$ cat src/rtl/puf_collect_pkg.sv
// puf_collect_pkg: collector FSM encoding, default sizing and counter-width helper
package puf_collect_pkg;
  typedef enum logic [2:0] {IDLE, TRIG, WAIT, SAMPLE, DECIDE, OUT} state_t;
  localparam int DEF_RESP_W = 8;
  localparam int DEF_VOTES  = 5;
  localparam int DEF_SETTLE = 4;
  function automatic int cnt_w(input int n);
    return (n < 2) ? 1 : $clog2(n);
  endfunction
endpackage

$ cat src/rtl/puf_sync2.sv
// puf_sync2: two-flop synchronizer for asynchronous PUF signals, resets to 0
module puf_sync2 (
  input  logic clk,
  input  logic reset,
  input  logic d,
  output logic q
);
  logic [1:0] sync_q, sync_d;
  always_comb sync_d = {sync_q[0], d};
  always_ff @(posedge clk) sync_q <= reset ? 2'b00 : sync_d;
  assign q = sync_q[1];
endmodule

$ cat src/rtl/puf_response_collector.sv
// puf_response_collector: majority-votes PUF evaluations into a RESP_W word with valid/ready output.
// Optional PUF_STABILITY_FLAG_EN adds unstable_cnt, the number of non-unanimous voted bits.
module puf_response_collector
  import puf_collect_pkg::*;
#(
  parameter int RESP_W = DEF_RESP_W,
  parameter int VOTES  = DEF_VOTES,
  parameter int SETTLE = DEF_SETTLE
) (
  input  logic              clk,
  input  logic              reset,
  input  logic              start,
  output logic              puf_t,
  input  logic              puf_out,
  output logic [RESP_W-1:0] resp_data,
  output logic              resp_valid,
  input  logic              resp_ready,
`ifdef PUF_STABILITY_FLAG_EN
  output logic              busy,
  output logic [$clog2(RESP_W+1)-1:0] unstable_cnt
`else
  output logic              busy
`endif
);
  localparam int OW = cnt_w(VOTES + 1);
  localparam int VW = cnt_w(VOTES);
  localparam int BW = cnt_w(RESP_W);
  localparam int SW = cnt_w(SETTLE);
  if (VOTES % 2 == 0 || VOTES < 3 || VOTES > 15 || SETTLE < 2 || RESP_W < 2) begin : g_bad_cfg
    $error("puf_response_collector: VOTES must be odd 3..15, SETTLE>=2, RESP_W>=2");
  end
  state_t state_q, state_d;
  logic [SW-1:0] settle_q, settle_d;
  logic [OW-1:0] ones_q, ones_d;
  logic [VW-1:0] vote_q, vote_d;
  logic [BW-1:0] bit_q, bit_d;
  logic [RESP_W-1:0] shift_q, shift_d;
  logic puf_t_q, puf_t_d, valid_q, valid_d, busy_q, busy_d;
  logic puf_s, last_vote, last_bit;
  puf_sync2 u_sync (.clk(clk), .reset(reset), .d(puf_out), .q(puf_s));
  assign last_vote = vote_q == VW'(VOTES - 1);
  assign last_bit  = bit_q == BW'(RESP_W - 1);
  always_comb begin
    state_d  = state_q;
    settle_d = settle_q;
    ones_d   = ones_q;
    vote_d   = vote_q;
    bit_d    = bit_q;
    shift_d  = shift_q;
    case (state_q)
      IDLE: if (start) begin
        state_d = TRIG;
        ones_d  = '0;
        vote_d  = '0;
        bit_d   = '0;
        shift_d = '0;
      end
      TRIG: begin
        state_d  = WAIT;
        settle_d = '0;
      end
      WAIT: begin
        settle_d = settle_q + 1'b1;
        state_d  = (settle_q == SW'(SETTLE - 1)) ? SAMPLE : WAIT;
      end
      SAMPLE: begin
        ones_d  = ones_q + OW'(puf_s);
        vote_d  = last_vote ? vote_q : vote_q + 1'b1;
        state_d = last_vote ? DECIDE : TRIG;
      end
      DECIDE: begin
        shift_d = {shift_q[RESP_W-2:0], ones_q > OW'(VOTES / 2)};
        ones_d  = '0;
        vote_d  = '0;
        bit_d   = last_bit ? bit_q : bit_q + 1'b1;
        state_d = last_bit ? OUT : TRIG;
      end
      OUT:     state_d = resp_ready ? IDLE : OUT;
      default: state_d = IDLE;
    endcase
    puf_t_d = state_d == TRIG;
    valid_d = state_d == OUT;
    busy_d  = state_d != IDLE;
  end
  always_ff @(posedge clk) begin
    if (reset) begin
      state_q  <= IDLE;
      settle_q <= '0;
      ones_q   <= '0;
      vote_q   <= '0;
      bit_q    <= '0;
      shift_q  <= '0;
      puf_t_q  <= 1'b0;
      valid_q  <= 1'b0;
      busy_q   <= 1'b0;
    end else begin
      state_q  <= state_d;
      settle_q <= settle_d;
      ones_q   <= ones_d;
      vote_q   <= vote_d;
      bit_q    <= bit_d;
      shift_q  <= shift_d;
      puf_t_q  <= puf_t_d;
      valid_q  <= valid_d;
      busy_q   <= busy_d;
    end
  end
  assign puf_t      = puf_t_q;
  assign resp_data  = shift_q;
  assign resp_valid = valid_q;
  assign busy       = busy_q;
`ifdef PUF_STABILITY_FLAG_EN
  localparam int UW = $clog2(RESP_W + 1);
  logic [UW-1:0] unstable_q, unstable_d;
  always_comb begin
    unstable_d = unstable_q;
    if (state_q == IDLE && start) unstable_d = '0;
    if (state_q == DECIDE) unstable_d = unstable_q + UW'(ones_q != '0 && ones_q != OW'(VOTES));
  end
  always_ff @(posedge clk) unstable_q <= reset ? '0 : unstable_d;
  assign unstable_cnt = unstable_q;
`endif
endmodule

$ cat config.mk
export PLATFORM = sky130hd
export DESIGN_NAME = puf_response_collector
export DESIGN_NICKNAME = d
export VERILOG_FILES = /design/src/rtl/puf_collect_pkg.sv /design/src/rtl/puf_sync2.sv /design/src/rtl/puf_response_collector.sv
export SDC_FILE = /design/constraint.sdc
export NUM_CORES = 1
export LEC_CHECK = 0
export BUFFER_PORTS_ARGS = -buffer_cell sky130_fd_sc_hd__clkbuf_2
export CAP_MARGIN = 30
export CORE_MARGIN = 4
export CORE_UTILIZATION = 33
export DETAILED_ROUTE_END_ITERATION = 8
export PLACE_DENSITY = 0.59
export SYNTH_ARGS = -nofsm -noshare
export SYNTH_HDL_FRONTEND = slang
export SYNTH_SLANG_ARGS = --single-unit
$ cat constraint.sdc
create_clock -name clk -period 1.5 [get_ports clk]
set_input_delay 0.075 -clock clk [delete_from_list [all_inputs] [get_ports clk]]
set_output_delay 0.075 -clock clk [all_outputs]
set_load 0.02 [all_outputs]
* Yosys cells after proc, flatten, opt, wreduce, memory -nomap -nowiden
Index checks and enable logic that the tools add are counted.
Cells by class: $add $sub $neg 4, multiply operators 0, divide/modulo/power cells 0, $lt $le $gt $ge 1, eq/ne operators 13, shift-type cells 0, mux-type cells 15, bitwise logic cells 0, reductions and logical operators 9
Operator list (count):
- 2-to-1 mux 3 bit | 7
- case mux 3 bit (3 select lines) | 2
- case mux 3 bit (6 select lines) | 1
- case mux 8 bit (2 select lines) | 1
- == test 3 bit, second input constant | 5
- 2-to-1 mux 8 bit | 1
- adder 3 x 1 -> 3 bit, second input constant | 2
- == test 3 x 1 -> 1 bit, second input constant | 2
- == test 3 x 2 -> 1 bit, second input constant | 2
- != test 2 bit, second input constant | 3
- case mux 3 bit (2 select lines) | 1
- AND reduction 3 bit | 2
- nonzero test 3 bit | 2
- case mux 2 bit (2 select lines) | 1
- AND reduction 2 bit | 2
- nonzero test 2 bit | 2
- adder 3 x 1 -> 3 bit | 1
- > comparator 3 x 2 -> 1 bit, second input constant | 1
- logical NOT 3 bit | 1
- adder 2 x 1 -> 2 bit, second input constant | 1
- == test 2 bit, second input constant | 1
- 2-to-1 mux 1 bit | 1
Storage, ports and cells: flip-flop bits (word level) 27, bits in latches 0, memory bits (writable) 0, ROM bits 0, input bits 5, output and inout port bits 11, memories kept 0

* Depth between registers and ports, before layout
Gate-level depths: netlist of run 1.
depth after elaboration 4, mapped depth 6, mapped depth without buffers 6

* Cells and area by module
Synthesis of run 1 repeated with hierarchy kept, for this count alone.
Second synthesis, totals: cell total of the unflattened synthesis 124, area, all modules 1184.9 um^2
By module, submodules not included:
- puf_response_collector | instances 1, cells each 120, area an instance 1132.3 um^2, seq. area each 500.5 um^2
- puf_sync2 | instances 1, cells each 4, area an instance 52.6 um^2, seq. area each 40.0 um^2

* Worst setup path after synthesis of run 1
OpenSTA, ideal clock, no wires.
path type register to register, start reg bit_q[0], end reg bit_q[0], arrival time 1144 ps, data required time 1383 ps, setup slack 239 ps, cell stages (with the launch flop) 7, period minus slack after synthesis 1261 ps, cell sequence dfxtp_1 > ha_1 > ha_1 > nor2b_1 > o21ai_1 > mux2i_1 > nor2_1
Between the ends: longest elaborated chain between the ends 3, elaborated cells between the ends (all ways) 6, those cells by class add/sub (1); eq/ne (2); mux (2); reduce/logical (1)
Ends and longest elaborated chain:
- start: declaration | line puf_response_collector.sv:36 | logic [BW-1:0] bit_q, bit_d;
- start signal: assignment | line puf_response_collector.sv:101 | bit_q <= bit_d;
- adder 3 x 1 -> 3 bit or == test 3 bit (tied branches) | line puf_response_collector.sv:75, puf_response_collector.sv:42
- 2-to-1 mux 3 bit or != test 2 bit (tied branches)
- case mux 3 bit (2 select lines) or AND reduction 3 bit (tied branches)
Several ways; a longest one is shown, not always the timed one. The select of a mux whose other input is x is not followed. A chain may end at the register's enable or synchronous reset.

* Worst setup path after layout of run 1
start reg vote_q[0], end reg busy_q (netlist: busy)
Between the ends: longest elaborated chain between the ends 4
Ends and longest elaborated chain:
- start: declaration | line puf_response_collector.sv:35 | logic [VW-1:0] vote_q, vote_d;
- start signal: assignment | line puf_response_collector.sv:100 | vote_q <= vote_d;
- == test 3 bit | line puf_response_collector.sv:41 | assign last_vote = vote_q == VW'(VOTES - 1);
- 2-to-1 mux 3 bit | line puf_response_collector.sv:69 | state_d = last_vote ? DECIDE : TRIG;
- case mux 3 bit (6 select lines) | line puf_response_collector.sv:50 | case (state_q)
- nonzero test 3 bit | line puf_response_collector.sv:83 | busy_d = state_d != IDLE;
- end signal: assignment | line puf_response_collector.sv:105 | busy_q <= busy_d;
- end: declaration | line puf_response_collector.sv:38 | logic puf_t_q, puf_t_d, valid_q, valid_d, busy_q, busy_d;
Every way passes these cells.

==> flow_results.xml, run 1 <==
<?xml version="1.0" encoding="UTF-8"?>
<metrics>
  <group name="floorplanning">
    <metric name="design.core.area" unit="um^2">3660</metric>
    <metric name="design.die.area" unit="um^2">4840</metric>
    <metric name="dieWidth" unit="um">69.6</metric>
    <metric name="design.portCount" unit="">16</metric>
    <metric name="num_rows" unit="">22</metric>
    <metric name="die_h" unit="um">69.6</metric>
    <metric name="initial_core_util" unit="%">34.2</metric>
  </group>
  <group name="timing">
    <metric name="setup_tns" unit="ns">0</metric>
    <metric name="setup_violations" unit="">0</metric>
    <metric name="fin_worst_skew" unit="ns">0.00648</metric>
    <metric name="max_clock_freq" unit="MHz">715</metric>
    <metric name="timing.final.crit_share" unit="%">93.2</metric>
    <metric name="worstMarginPinSlew" unit="ns">0.430</metric>
    <metric name="timing.final.hold_violations" unit="">0</metric>
    <metric name="final-max-slew-violation-count" unit="">0</metric>
    <metric name="unrepaired_setup_endpoints_after_global_routing" unit="">false</metric>
    <metric name="slew_hr" unit="%">71.2</metric>
    <metric name="period_minus_slack" unit="ns">1.40</metric>
  </group>
  <group name="critical_path">
    <metric name="timing.critical_path.from_type" unit="">register</metric>
    <metric name="worst-endpoint-arrival" unit="ns">1.55</metric>
    <metric name="crit_path_end_kind" unit="">register</metric>
    <metric name="crit_path_max_incr_delay" unit="ns">0.39</metric>
    <metric name="critical_path.reg2reg.startpoint" unit="">vote_q[0]$_SDFFE_PP0P_</metric>
    <metric name="worst-path-max-fanout" unit="">4</metric>
    <metric name="critical_path.cell_chain" unit="">inv_1, ha_1, a311oi_2, a211oi_2, o211ai_2</metric>
    <metric name="critical-path-slowest-cell" unit="">sky130_fd_sc_hd__a211oi_2</metric>
    <metric name="timing_worst_setup_path_type" unit="">reg2reg</metric>
    <metric name="critical_path.startpoint" unit="">vote_q[0]$_SDFFE_PP0P_</metric>
    <metric name="worst-endpoint-required" unit="ns">1.65</metric>
  </group>
  <group name="route">
    <metric name="wirelength" unit="um">2550</metric>
    <metric name="drt_iter0_markers" unit="">34</metric>
    <metric name="via_count_normalized_by_instance_count" unit="">5.08</metric>
    <metric name="remaining_drc_errors" unit="">0</metric>
    <metric name="vias" unit="">990</metric>
    <metric name="drtPass1Iterations" unit="">4</metric>
    <metric name="drt.antenna.violating_nets" unit="">0</metric>
    <metric name="routed_len_inst" unit="um">13.1</metric>
  </group>
  <group name="yosys">
    <metric name="synth_sequential_area_ratio" unit="%">43.2</metric>
    <metric name="yosys_warnings" unit="">0</metric>
    <metric name="synthAdderAreaFrac" unit="%">6.99</metric>
    <metric name="yosys-mux-area-fraction" unit="%">2.50</metric>
    <metric name="synth_enable_flop_cells" unit="">0</metric>
    <metric name="synth-main-ff-cell" unit="">sky130_fd_sc_hd__dfxtp_1</metric>
    <metric name="syn_avg_cell_area" unit="um^2">9.78</metric>
    <metric name="synthesis.nets" unit="">140</metric>
    <metric name="post_synth_inst_count" unit="">128</metric>
    <metric name="post_synth_and_or_nand_nor_area_fraction" unit="%">22.5</metric>
    <metric name="post_synth_xor_area_fraction" unit="%">1.40</metric>
    <metric name="asyncSetResetFlopFracSynth" unit="%">0</metric>
    <metric name="synth_top_family_by_area" unit="">simple AND/OR/NAND/NOR gates</metric>
    <metric name="complex_gate_fraction_of_the_synthesized_area" unit="%">18.3</metric>
    <metric name="post_synth_num_cell_types" unit="">40</metric>
    <metric name="post_synth_instance_area" unit="um^2">1250</metric>
    <metric name="synth.ff_latch_count" unit="">27</metric>
  </group>
  <group name="clocking">
    <metric name="root_driver" unit="">sky130_fd_sc_hd__clkbuf_8</metric>
    <metric name="tritoncts.num_buffers" unit="">3</metric>
    <metric name="clk_pin_slew_worst_paths" unit="ns">0.08</metric>
    <metric name="clkSinkCount" unit="">27</metric>
    <metric name="cts_tree" unit="">done</metric>
    <metric name="cts-hold-fix-buffers" unit="">0</metric>
    <metric name="cts.path.max_buffers" unit="">2</metric>
    <metric name="clock_tree.htree_level_count" unit="">1</metric>
    <metric name="worst_skew_pair_latency" unit="ns">0.27</metric>
    <metric name="post-cts-setup-buffers" unit="">0</metric>
  </group>
  <group name="final_layout">
    <metric name="filler_cell_count" unit="">375</metric>
    <metric name="number_of_nets_in_the_final_layout" unit="">160</metric>
    <metric name="antenna-diode-count" unit="">0</metric>
    <metric name="final_cell_count_no_fill" unit="">195</metric>
    <metric name="post_route_cells_drive_above_1_share" unit="%">28.6</metric>
    <metric name="area_growth" unit="%">15.5</metric>
    <metric name="final_cell_area" unit="um^2">1450</metric>
  </group>
  <group name="global_routing">
    <metric name="globalRoute.totalOverflow" unit="">0</metric>
    <metric name="groute.layer.met1.usage" unit="%">13.3</metric>
    <metric name="grt_use_met3" unit="%">2.17</metric>
    <metric name="gr-max-usage-layer" unit="">met2</metric>
    <metric name="wire_length_of_the_first_global_routing_pass" unit="um">4540</metric>
    <metric name="grt_util_met2" unit="%">19.7</metric>
    <metric name="grt_antenna_before_repair" unit="">0</metric>
    <metric name="grt_max_degree" unit="">18</metric>
    <metric name="grt_pass1_vias" unit="">1009</metric>
    <metric name="groute.usage.overall" unit="%">11.4</metric>
  </group>
  <group name="placed_design">
    <metric name="quantity_of_i_o_buffers_inserted_on_ports" unit="">15</metric>
    <metric name="postPlaceCellArea" unit="um^2">1390</metric>
    <metric name="post-place-cells" unit="">191</metric>
    <metric name="place_hpwl" unit="um">1900</metric>
    <metric name="gp_routability_congestion" unit="">0.774</metric>
  </group>
  <group name="pwr">
    <metric name="p_leak" unit="nW">0.620</metric>
    <metric name="ir_worst_vdd" unit="V">0.000393</metric>
    <metric name="power_density" unit="nW/um^2">928</metric>
  </group>
  <group name="worst_hold_path">
    <metric name="worst_hold_path_type" unit="">in2reg</metric>
    <metric name="hold_start" unit="">puf_out</metric>
  </group>
  <group name="flow_run">
    <metric name="cap_violations" unit="">0</metric>
  </group>
  <group name="run_status">
    <metric name="run_status" unit="">finished, final reports clean</metric>
  </group>
</metrics>
## metal layers
metal / share of wire, % / routed length (um)
met2: 48 / 1210
met4: 1.3 / 34
met1: 46 / 1180
met5: 0 / 0
met3: 5.0 / 128
## final timing paths
path                                               endpoint  slack (ns)  cells after the start
worst max-delay path                        busy$_SDFF_PP0_        0.10                      5
worst min-delay path            u_sync.sync_q[0]$_SDFF_PP0_        0.02                      2
worst min register to register  u_sync.sync_q[1]$_SDFF_PP0_        0.45                      1
worst max register to register              busy$_SDFF_PP0_        0.10                      5
## kinds of logic (layout without fill, tap and decap cells)
family	Yosys count	count (layout)
compound gates	30	30
xor+xnor	2	2
fa+ha+maj	7	7
buf+inv	12	31
flops	27	27
mux	3	3
simple gates	47	47
## worst max-delay path, delay by kind of cell, from the launching register on
kind            cells  cell delay (ns)
flops               1             0.33
compound gates      3             0.64
buf+inv             1             0.08
fa+ha+maj           1             0.24
## timing repair
action,4_1_cts,5_1_grt
hold endpoints to repair,0,0
gates resized for setup,0,3
endpoints found under the setup margin,0,10
## placed cells by master, fill, tap and decap left out, drive strengths merged, types with 2 or more instances in the layout
| master | instances |
|---|---|
| nor2 | 11 |
| nor2b | 6 |
| nor3 | 6 |
| nand2 | 12 |
| dfxtp | 27 |
| o21ai | 2 |
| buf | 7 |
| mux2i | 2 |
| inv | 5 |
| a21oi | 9 |
| a22o | 6 |
| a2bb2oi | 2 |
| nand2b | 3 |
| ha | 7 |
| nand3 | 5 |
| clkbuf | 19 |
| a22oi | 2 |
## synthesized netlist by cell type (2+ instances only)
cell | n | area, um^2
sky130_fd_sc_hd__a21oi_1 | 9 | 45.0
sky130_fd_sc_hd__a22o_1 | 6 | 52.6
sky130_fd_sc_hd__a22oi_1 | 2 | 15.0
sky130_fd_sc_hd__a2bb2oi_1 | 2 | 17.5
sky130_fd_sc_hd__buf_2 | 4 | 20.0
sky130_fd_sc_hd__buf_4 | 2 | 15.0
sky130_fd_sc_hd__dfxtp_1 | 27 | 541
sky130_fd_sc_hd__ha_1 | 7 | 87.6
sky130_fd_sc_hd__inv_1 | 5 | 18.8
sky130_fd_sc_hd__mux2i_1 | 2 | 20.0
sky130_fd_sc_hd__nand2_1 | 12 | 45.0
sky130_fd_sc_hd__nand2b_4 | 2 | 27.5
sky130_fd_sc_hd__nand3_1 | 5 | 25.0
sky130_fd_sc_hd__nor2_1 | 9 | 33.8
sky130_fd_sc_hd__nor2b_1 | 5 | 31.3
sky130_fd_sc_hd__nor3_1 | 4 | 20.0
sky130_fd_sc_hd__nor3_2 | 2 | 20.0
## final cells by class
class                   instances  area [um^2]  area share (%)
multi-input cells              89          653            45.2
flip-flops and latches         27          542            37.5
repair buffers                 22          128            8.82
well taps                      48         60.1            4.15
clock buffers                   4         45.0            3.11
inverters                       5         18.8            1.30
## metrics by stage
step	total power [mW]	hold WS (ns)	util, %	setup slack [ns]
final	1.34	0.0186	39.5	0.102
after global routing	1.41	0.0431	39.5	0.00372
after CTS	1.35	0.0206	39.3	0.0683
after detailed placement	0.953	0.299	38.1	0.0767
after global placement	0.948	0.302	38.1	0.120
after floorplan	0.902	0.203	-	0.239
## state kept, by name (all words and copies together) (netlist names)
signal	count
resp_data	8
bit_q	3
ones_q	3
state_q	3
vote_q	3
settle_q	2
u_sync.sync_q	2
busy	1
puf_t	1
resp_valid	1
## where the power goes
part           switching (mW)  internal, mW
registers              0.0188         0.736
logic                   0.101        0.0819
clock network           0.215         0.190
total                   0.335          1.01
Note: power is estimated with default switching activity, not from simulation.
==> run 2: changes to the inputs <==
- SETUP_SLACK_MARGIN: unset -> 0.3
==> run 2 against run 1 <==
Effect of this change: clock power rose by 3%; final area rose by 17%; global-route usage rose by 0.34 points; critical endpoint is now state_q[2]$_SDFF_PP0_; combinational power rose by 44%; via count rose by 4.5%; register-to-register slack improved by 0.15 ns; clock-buffer cell count fell by 1; total power rose by 7.0%; die area did not move; largest power group unchanged.
==> flow_results.xml, run 2 (same netlist as run 1, synthesis figures left out) <==
<?xml version="1.0" encoding="UTF-8"?>
<metrics>
  <group name="route">
    <metric name="routed.top_layer" unit="">met4</metric>
    <metric name="routed_len_inst" unit="um">13.4</metric>
    <metric name="drt.antenna.violating_nets" unit="">0</metric>
    <metric name="wirelength" unit="um">2740</metric>
    <metric name="met2_wl" unit="um">1350</metric>
    <metric name="vias" unit="">1035</metric>
    <metric name="met1_routed_wirelength_after_detailed_routing" unit="um">1240</metric>
    <metric name="drtPass1Iterations" unit="">4</metric>
    <metric name="via_count_normalized_by_instance_count" unit="">5.07</metric>
    <metric name="remaining_drc_errors" unit="">0</metric>
    <metric name="drt_iter0_markers" unit="">23</metric>
    <metric name="wl_met3" unit="um">110</metric>
  </group>
  <group name="critical_path">
    <metric name="critical-path-slowest-cell" unit="">sky130_fd_sc_hd__dfxtp_2</metric>
    <metric name="worst_path_most_repeated_cell" unit="">sky130_fd_sc_hd__ha_4</metric>
    <metric name="crit_path_end_kind" unit="">register</metric>
    <metric name="path_length_in_cells_of_the_critical_path" unit="">5</metric>
    <metric name="critical_path.cell_chain" unit="">ha_4, ha_4, mux2i_2, or3_4, o31ai_2</metric>
    <metric name="r2r_cells" unit="">5</metric>
    <metric name="worst-endpoint-arrival" unit="ns">1.44</metric>
    <metric name="worst-path-max-fanout" unit="">3</metric>
    <metric name="critical_path.reg2reg.startpoint" unit="">bit_q[0]$_SDFFE_PP0P_</metric>
    <metric name="crit_end" unit="">state_q[2]$_SDFF_PP0_</metric>
    <metric name="ff2ff_setup_slack" unit="ns">0.25</metric>
    <metric name="timing_worst_setup_path_type" unit="">reg2reg</metric>
    <metric name="critical-path-top-delay-family" unit="">flip-flops</metric>
    <metric name="crit_buf_inv" unit="">0</metric>
    <metric name="critical_path.startpoint" unit="">bit_q[0]$_SDFFE_PP0P_</metric>
    <metric name="worst-endpoint-required" unit="ns">1.69</metric>
    <metric name="crit_path_max_incr_delay" unit="ns">0.36</metric>
    <metric name="worstReg2RegEnd" unit="">state_q[2]$_SDFF_PP0_</metric>
    <metric name="timing.critical_path.from_type" unit="">register</metric>
  </group>
  <group name="global_routing">
    <metric name="wire_length_of_the_first_global_routing_pass" unit="um">4710</metric>
    <metric name="grt_pass1_vias" unit="">1052</metric>
    <metric name="globalRoute.totalOverflow" unit="">0</metric>
    <metric name="grt_antenna_before_repair" unit="">0</metric>
    <metric name="grt_max_degree" unit="">17</metric>
    <metric name="groute.usage.overall" unit="%">11.7</metric>
  </group>
  <group name="floorplanning">
    <metric name="design.die.area" unit="um^2">4840</metric>
    <metric name="initial_core_util" unit="%">34.2</metric>
    <metric name="design.core.area" unit="um^2">3660</metric>
    <metric name="die_h" unit="um">69.6</metric>
    <metric name="num_rows" unit="">22</metric>
    <metric name="design.portCount" unit="">16</metric>
    <metric name="dieWidth" unit="um">69.6</metric>
  </group>
  <group name="final_layout">
    <metric name="antenna-diode-count" unit="">0</metric>
    <metric name="mostFrequentLayoutCell" unit="">sky130_fd_sc_hd__dfxtp_1</metric>
    <metric name="largest_reg_flops" unit="">8</metric>
    <metric name="area.sequential" unit="um^2">559</metric>
    <metric name="layout.cells.most_common_list" unit="">18 x sky130_fd_sc_hd__dfxtp_1, 15 x sky130_fd_sc_hd__clkbuf_2, 11 x sky130_fd_sc_hd__nand2_1, 11 x sky130_fd_sc_hd__buf_4</metric>
    <metric name="filler_cell_count" unit="">353</metric>
    <metric name="final_cell_area" unit="um^2">1690</metric>
    <metric name="area_growth" unit="%">34.7</metric>
    <metric name="post_route_cells_drive_above_1_share" unit="%">47.4</metric>
    <metric name="number_of_nets_in_the_final_layout" unit="">169</metric>
    <metric name="multi_input_area" unit="um^2">763</metric>
  </group>
  <group name="pwr">
    <metric name="power_density" unit="nW/um^2">852</metric>
    <metric name="ir_worst_vdd" unit="V">0.000388</metric>
    <metric name="power.total" unit="mW">1.44</metric>
    <metric name="p_leak" unit="nW">0.712</metric>
  </group>
  <group name="placed_design">
    <metric name="quantity_of_i_o_buffers_inserted_on_ports" unit="">15</metric>
    <metric name="postPlaceCellArea" unit="um^2">1410</metric>
    <metric name="pre_cts_ws" unit="ns">0.0733</metric>
    <metric name="gp_routability_congestion" unit="">0.808</metric>
    <metric name="place_hpwl" unit="um">1900</metric>
  </group>
  <group name="clocking">
    <metric name="worst_skew_pair_latency" unit="ns">0.27</metric>
    <metric name="clock_tree.htree_level_count" unit="">1</metric>
    <metric name="tritoncts.num_buffers" unit="">3</metric>
    <metric name="root_driver" unit="">sky130_fd_sc_hd__clkbuf_8</metric>
    <metric name="cts_tree" unit="">done</metric>
    <metric name="clkSinkCount" unit="">27</metric>
    <metric name="cts.path.max_buffers" unit="">2</metric>
    <metric name="cts-hold-fix-buffers" unit="">0</metric>
    <metric name="clk_pin_slew_worst_paths" unit="ns">0.10</metric>
  </group>
  <group name="timing">
    <metric name="setup_violations" unit="">0</metric>
    <metric name="timing.final.crit_share" unit="%">83.1</metric>
    <metric name="unrepaired_setup_endpoints_after_global_routing" unit="">true</metric>
    <metric name="setup_ws" unit="ns">0.254</metric>
    <metric name="worstMarginPinSlew" unit="ns">0.403</metric>
    <metric name="max_clock_freq" unit="MHz">803</metric>
    <metric name="final-max-slew-violation-count" unit="">0</metric>
    <metric name="slew_hr" unit="%">73.0</metric>
    <metric name="period_minus_slack" unit="ns">1.25</metric>
    <metric name="timing.final.hold_violations" unit="">0</metric>
    <metric name="setup_tns" unit="ns">0</metric>
    <metric name="fin_worst_skew" unit="ns">0.00229</metric>
  </group>
  <group name="run_status">
    <metric name="run_status" unit="">finished, final reports clean</metric>
  </group>
  <group name="flow_run">
    <metric name="cap_violations" unit="">0</metric>
  </group>
  <group name="worst_hold_path">
    <metric name="worst_hold_path_type" unit="">in2reg</metric>
  </group>
</metrics>
## run 2: cell count changes in the layout (fill, tap and decap cells not counted), moves of 2 or more
cell | before | now
sky130_fd_sc_hd__ha_4 | 0 | 4
sky130_fd_sc_hd__inv_2 | 0 | 3
sky130_fd_sc_hd__buf_4 | 7 | 11
sky130_fd_sc_hd__buf_12 | 0 | 2
sky130_fd_sc_hd__o21ai_4 | 0 | 2
sky130_fd_sc_hd__inv_1 | 5 | 2
sky130_fd_sc_hd__buf_8 | 0 | 2
sky130_fd_sc_hd__o21ai_2 | 2 | 0
sky130_fd_sc_hd__ha_1 | 7 | 3
sky130_fd_sc_hd__dfxtp_2 | 1 | 6
sky130_fd_sc_hd__dfxtp_1 | 26 | 18
sky130_fd_sc_hd__dfxtp_4 | 0 | 3
## run 2: final cells by class
cell class	count	share of cell area, %
sequential	27	33.2
multi-input combinational	89	45.3
timing repair buffer	31	14.2
clock inverter	1	0.297
clock buffer	3	2.45
inverter	5	1.11
tap	48	3.56
## run 2: where the power goes
| part | switching (mW) | internal, mW | total (mW) |
|---|---|---|---|
| clock | 0.233 | 0.186 | 0.419 |
| sequential | 0.0193 | 0.735 | 0.754 |
| combinational | 0.125 | 0.138 | 0.263 |
| total | 0.377 | 1.06 | 1.44 |
## run 2: how the worst min path moves through the flow
stage          cells after the start                          end  startpoint
3_3_place_gp                       2  u_sync.sync_q[0]$_SDFF_PP0_     puf_out
4_1_cts                            2  u_sync.sync_q[0]$_SDFF_PP0_     puf_out
3_5_place_dp                       2  u_sync.sync_q[0]$_SDFF_PP0_     puf_out
6_report                           2  u_sync.sync_q[0]$_SDFF_PP0_     puf_out
5_1_grt                            2  u_sync.sync_q[0]$_SDFF_PP0_     puf_out
2_1_floorplan                      1  u_sync.sync_q[0]$_SDFF_PP0_     puf_out
## run 2: metal layers
layer  track usage (%)  vias up
li1                  -      506
met1              14.4      504
met2              19.8       21
met3              2.32        4
met4              4.77        0
met5                 0        -
## run 2: what timing repair did
item / 4_1_cts / 5_1_grt
buffers inserted: 9 / 1
gates cloned: 0 / 0
pin swaps: 7 / 6
resized for setup: 25 / 12
endpoints found under the setup margin: 24 / 18
## run 2: through the flow
stage | std cells | hold WS (ns) | util [%]
CTS | 203 | 0.0145 | 44.5
global placement | 190 | 0.293 | 38.4
finish | 204 | 0.0142 | 46.1
floorplan | 128 | 0.203 | -
detailed placement | 190 | 0.303 | 38.4
global route | 204 | 0.0194 | 46.1
## run 2: worst reg2reg max path: stages, from the launching register on
cell and delay [ns]:
sky130_fd_sc_hd__dfxtp_2 0.36, sky130_fd_sc_hd__ha_4 0.14, sky130_fd_sc_hd__ha_4 0.15, sky130_fd_sc_hd__mux2i_2 0.08, sky130_fd_sc_hd__or3_4 0.36, sky130_fd_sc_hd__o31ai_2 0.07
==> run 3: changes to the inputs <==
- ABC_AREA: unset -> 1
- PLACE_DENSITY: 0.59 -> 0.62
- clock period: 1.5 -> 1.07 ns (I/O delays scaled with it)
==> run 3 against run 2 <==
Effect of this change: the run now ends with setup timing left; first-iteration DRC count increased by 100%; wire length increased by 5.3%; setup slack got worse by 0.37 ns; critical path type unchanged; largest cell class unchanged; largest power group unchanged.
==> flow_results.xml, run 3 <==
<?xml version="1.0" encoding="UTF-8"?>
<metrics>
  <group name="yosys">
    <metric name="post_synth_top_area_cell" unit="">sky130_fd_sc_hd__dfxtp_1</metric>
    <metric name="syn_avg_cell_area" unit="um^2">7.52</metric>
    <metric name="complex_gate_fraction_of_the_synthesized_area" unit="%">8.76</metric>
    <metric name="ys_top_cells_by_count" unit="">36 x sky130_fd_sc_hd__nand2_1, 27 x sky130_fd_sc_hd__dfxtp_1, 18 x sky130_fd_sc_hd__inv_1, 18 x sky130_fd_sc_hd__nor2_1, 14 x sky130_fd_sc_hd__nand3_1</metric>
    <metric name="synth-main-ff-cell" unit="">sky130_fd_sc_hd__dfxtp_1</metric>
    <metric name="post_synth_inst_count" unit="">154</metric>
    <metric name="post_synth_xor_area_fraction" unit="%">0</metric>
    <metric name="largest_cells_by_area_after_synthesis" unit="">sky130_fd_sc_hd__dfxtp_1 47%, sky130_fd_sc_hd__nand2_1 12%, sky130_fd_sc_hd__ha_1 7.6%</metric>
    <metric name="yosys_warnings" unit="">0</metric>
    <metric name="synthesis.nets" unit="">166</metric>
    <metric name="post_synth_num_cell_types" unit="">18</metric>
    <metric name="post_synth_instance_area" unit="um^2">1160</metric>
    <metric name="synthDominantCellAreaShare" unit="%">46.7</metric>
    <metric name="post_synth_and_or_nand_nor_area_fraction" unit="%">27.7</metric>
    <metric name="yosys-mux-area-fraction" unit="%">0.865</metric>
    <metric name="synth.ff_latch_count" unit="">27</metric>
    <metric name="synth_enable_flop_cells" unit="">0</metric>
    <metric name="asyncSetResetFlopFracSynth" unit="%">0</metric>
    <metric name="dominant_cell_by_count_in_the_synthesized_netlist" unit="">sky130_fd_sc_hd__nand2_1</metric>
    <metric name="synth_top_family_by_area" unit="">simple AND/OR/NAND/NOR gates</metric>
    <metric name="synth_sequential_area_ratio" unit="%">46.7</metric>
    <metric name="synthAdderAreaFrac" unit="%">7.57</metric>
  </group>
  <group name="route">
    <metric name="wirelength" unit="um">2880</metric>
    <metric name="remaining_drc_errors" unit="">0</metric>
    <metric name="routed_len_inst" unit="um">11.9</metric>
    <metric name="vias" unit="">1135</metric>
    <metric name="drt_iter0_markers" unit="">46</metric>
    <metric name="via_count_normalized_by_instance_count" unit="">4.69</metric>
    <metric name="drtPass1Iterations" unit="">4</metric>
    <metric name="drt.antenna.violating_nets" unit="">0</metric>
  </group>
  <group name="global_routing">
    <metric name="grt_max_degree" unit="">16</metric>
    <metric name="wire_length_of_the_first_global_routing_pass" unit="um">4850</metric>
    <metric name="grt_antenna_before_repair" unit="">0</metric>
    <metric name="grt_pass1_vias" unit="">1109</metric>
    <metric name="groute.usage.overall" unit="%">14.0</metric>
    <metric name="globalRoute.totalOverflow" unit="">0</metric>
  </group>
  <group name="final_layout">
    <metric name="number_of_nets_in_the_final_layout" unit="">209</metric>
    <metric name="post_route_cells_drive_above_1_share" unit="%">59.2</metric>
    <metric name="area_growth" unit="%">68.8</metric>
    <metric name="largest_reg_flops" unit="">8</metric>
    <metric name="final_cell_count_no_fill" unit="">242</metric>
    <metric name="final_cell_area" unit="um^2">1950</metric>
    <metric name="layout.cells.most_common_list" unit="">20 x sky130_fd_sc_hd__nand2_1, 20 x sky130_fd_sc_hd__buf_4, 15 x sky130_fd_sc_hd__dfxtp_2</metric>
    <metric name="antenna-diode-count" unit="">0</metric>
  </group>
  <group name="timing">
    <metric name="final-max-slew-violation-count" unit="">0</metric>
    <metric name="slew_hr" unit="%">64.7</metric>
    <metric name="max_clock_freq" unit="MHz">841</metric>
    <metric name="timing.final.crit_share" unit="%">111</metric>
    <metric name="period_minus_slack" unit="ns">1.19</metric>
    <metric name="worstMarginPinSlew" unit="ns">0.528</metric>
    <metric name="unrepaired_setup_endpoints_after_global_routing" unit="">true</metric>
    <metric name="timing.final.hold_violations" unit="">0</metric>
    <metric name="fin_worst_skew" unit="ns">0.00363</metric>
    <metric name="setup_ws" unit="ns">-0.120</metric>
    <metric name="setup_violations" unit="">19</metric>
  </group>
  <group name="floorplanning">
    <metric name="design.die.area" unit="um^2">4520</metric>
    <metric name="design.portCount" unit="">16</metric>
    <metric name="dieWidth" unit="um">67.2</metric>
    <metric name="die_h" unit="um">67.2</metric>
    <metric name="design.core.area" unit="um^2">3360</metric>
    <metric name="num_rows" unit="">21</metric>
    <metric name="initial_core_util" unit="%">34.4</metric>
  </group>
  <group name="critical_path">
    <metric name="crit_path_end_kind" unit="">register</metric>
    <metric name="critical-path-slowest-cell" unit="">sky130_fd_sc_hd__dfxtp_2</metric>
    <metric name="r2r_cells" unit="">7</metric>
    <metric name="timing_worst_setup_path_type" unit="">reg2reg</metric>
    <metric name="worst-endpoint-required" unit="ns">1.33</metric>
    <metric name="worst-path-max-fanout" unit="">3</metric>
    <metric name="crit_path_max_incr_delay" unit="ns">0.36</metric>
    <metric name="critical_path.cell_chain" unit="">ha_4, ha_4, nand2_4, buf_4, buf_4, nand3_1, a21oi_1</metric>
    <metric name="worst-endpoint-arrival" unit="ns">1.45</metric>
    <metric name="timing.critical_path.from_type" unit="">register</metric>
  </group>
  <group name="clocking">
    <metric name="clkSinkCount" unit="">27</metric>
    <metric name="cts.path.max_buffers" unit="">2</metric>
    <metric name="cts_tree" unit="">done</metric>
    <metric name="root_driver" unit="">sky130_fd_sc_hd__clkbuf_4</metric>
    <metric name="clk_pin_slew_worst_paths" unit="ns">0.14</metric>
    <metric name="tritoncts.num_buffers" unit="">3</metric>
    <metric name="clock_tree.htree_level_count" unit="">1</metric>
    <metric name="worst_skew_pair_latency" unit="ns">0.32</metric>
  </group>
  <group name="pwr">
    <metric name="ir_worst_vdd" unit="V">0.000666</metric>
    <metric name="power.total" unit="mW">1.79</metric>
    <metric name="power_density" unit="nW/um^2">915</metric>
    <metric name="p_leak" unit="nW">0.837</metric>
  </group>
  <group name="run_status">
    <metric name="run_status" unit="">finished, violations left</metric>
    <metric name="violations" unit="">setup timing</metric>
  </group>
  <group name="placed_design">
    <metric name="quantity_of_i_o_buffers_inserted_on_ports" unit="">15</metric>
    <metric name="gp_routability_congestion" unit="">0.753</metric>
    <metric name="post-place-cells" unit="">223</metric>
    <metric name="place_hpwl" unit="um">1840</metric>
    <metric name="postPlaceCellArea" unit="um^2">1490</metric>
    <metric name="pre_cts_ws" unit="ns">-0.143</metric>
  </group>
  <group name="flow_run">
    <metric name="cap_violations" unit="">0</metric>
  </group>
  <group name="worst_hold_path">
    <metric name="holdPathStages" unit="">3</metric>
    <metric name="worst_hold_path_type" unit="">in2reg</metric>
  </group>
</metrics>
==> run 3: repair_timing <==
item,in CTS,in global routing
buffers inserted,9,5
pin swaps,22,16
endpoints found under the hold margin,1,0
hold buffers,1,0
gates cloned,0,0
setup endpoints to repair,36,36
resized for setup,58,34
==> run 3: through the flow <==
stage,hold WS [ns],util (%),TNS [ns]
5_1_grt,0.109,58.1,-2.51
4_1_cts,0.0911,54.2,-0.814
2_1_floorplan,0.160,-,-0.192
6_report,0.0999,58.1,-0.931
3_3_place_gp,0.246,44.4,-0.497
3_5_place_dp,0.251,44.4,-0.742
==> run 3: critical path: cells and delay by family, from the launching register on <==
| kind | cells | cell delay (ns) |
|---|---|---|
| simple gates | 2 | 0.14 |
| buf+inv | 2 | 0.18 |
| fa+ha+maj | 2 | 0.32 |
| compound gates | 1 | 0.13 |
| flops | 1 | 0.36 |
==> run 3: kinds of logic after synthesis <==
| logic type | Yosys count |
|---|---|
| AO/OA/AOI/OAI | 20 |
| adder cells (fa/ha/maj) | 7 |
| buffers and inverters | 24 |
| flip-flops | 27 |
| multiplexers | 1 |
| AND/OR/NAND/NOR | 75 |
==> run 3: power breakdown <==
part | total (mW) | internal, mW | leakage [nW] | switching [mW]
Sequential | 1.06 | 1.03 | 0.229 | 0.0323
Combinational | 0.296 | 0.126 | 0.593 | 0.170
Clock | 0.430 | 0.146 | 0.0150 | 0.284
==> run 3: final timing paths <==
path                               startpoint                           to  slack (ns)
setup / recovery        bit_q[1]$_SDFFE_PP0P_        bit_q[2]$_SDFFE_PP0P_       -0.12
hold / removal                          reset        state_q[2]$_SDFF_PP0_         0.1
setup reg to reg        bit_q[1]$_SDFFE_PP0P_        bit_q[2]$_SDFFE_PP0P_       -0.12
hold reg to reg   u_sync.sync_q[0]$_SDFF_PP0_  u_sync.sync_q[1]$_SDFF_PP0_        0.42
==> run 3: cell type report <==
type	count	area (um^2)
fill	292	1410
multi-input combinational	103	805
sequential	27	571
timing repair buffer	42	412
inverter	20	82.6
tap	46	57.6
clock buffer	4	26.3
==> run 3: layer usage <==
metal / part of all wire (%) / track usage [%]
met1: 42 / 16.2
met2: 53 / 25.2
met3: 3.4 / 3.99
met4: 1.3 / 3.80
met5: 0 / 0
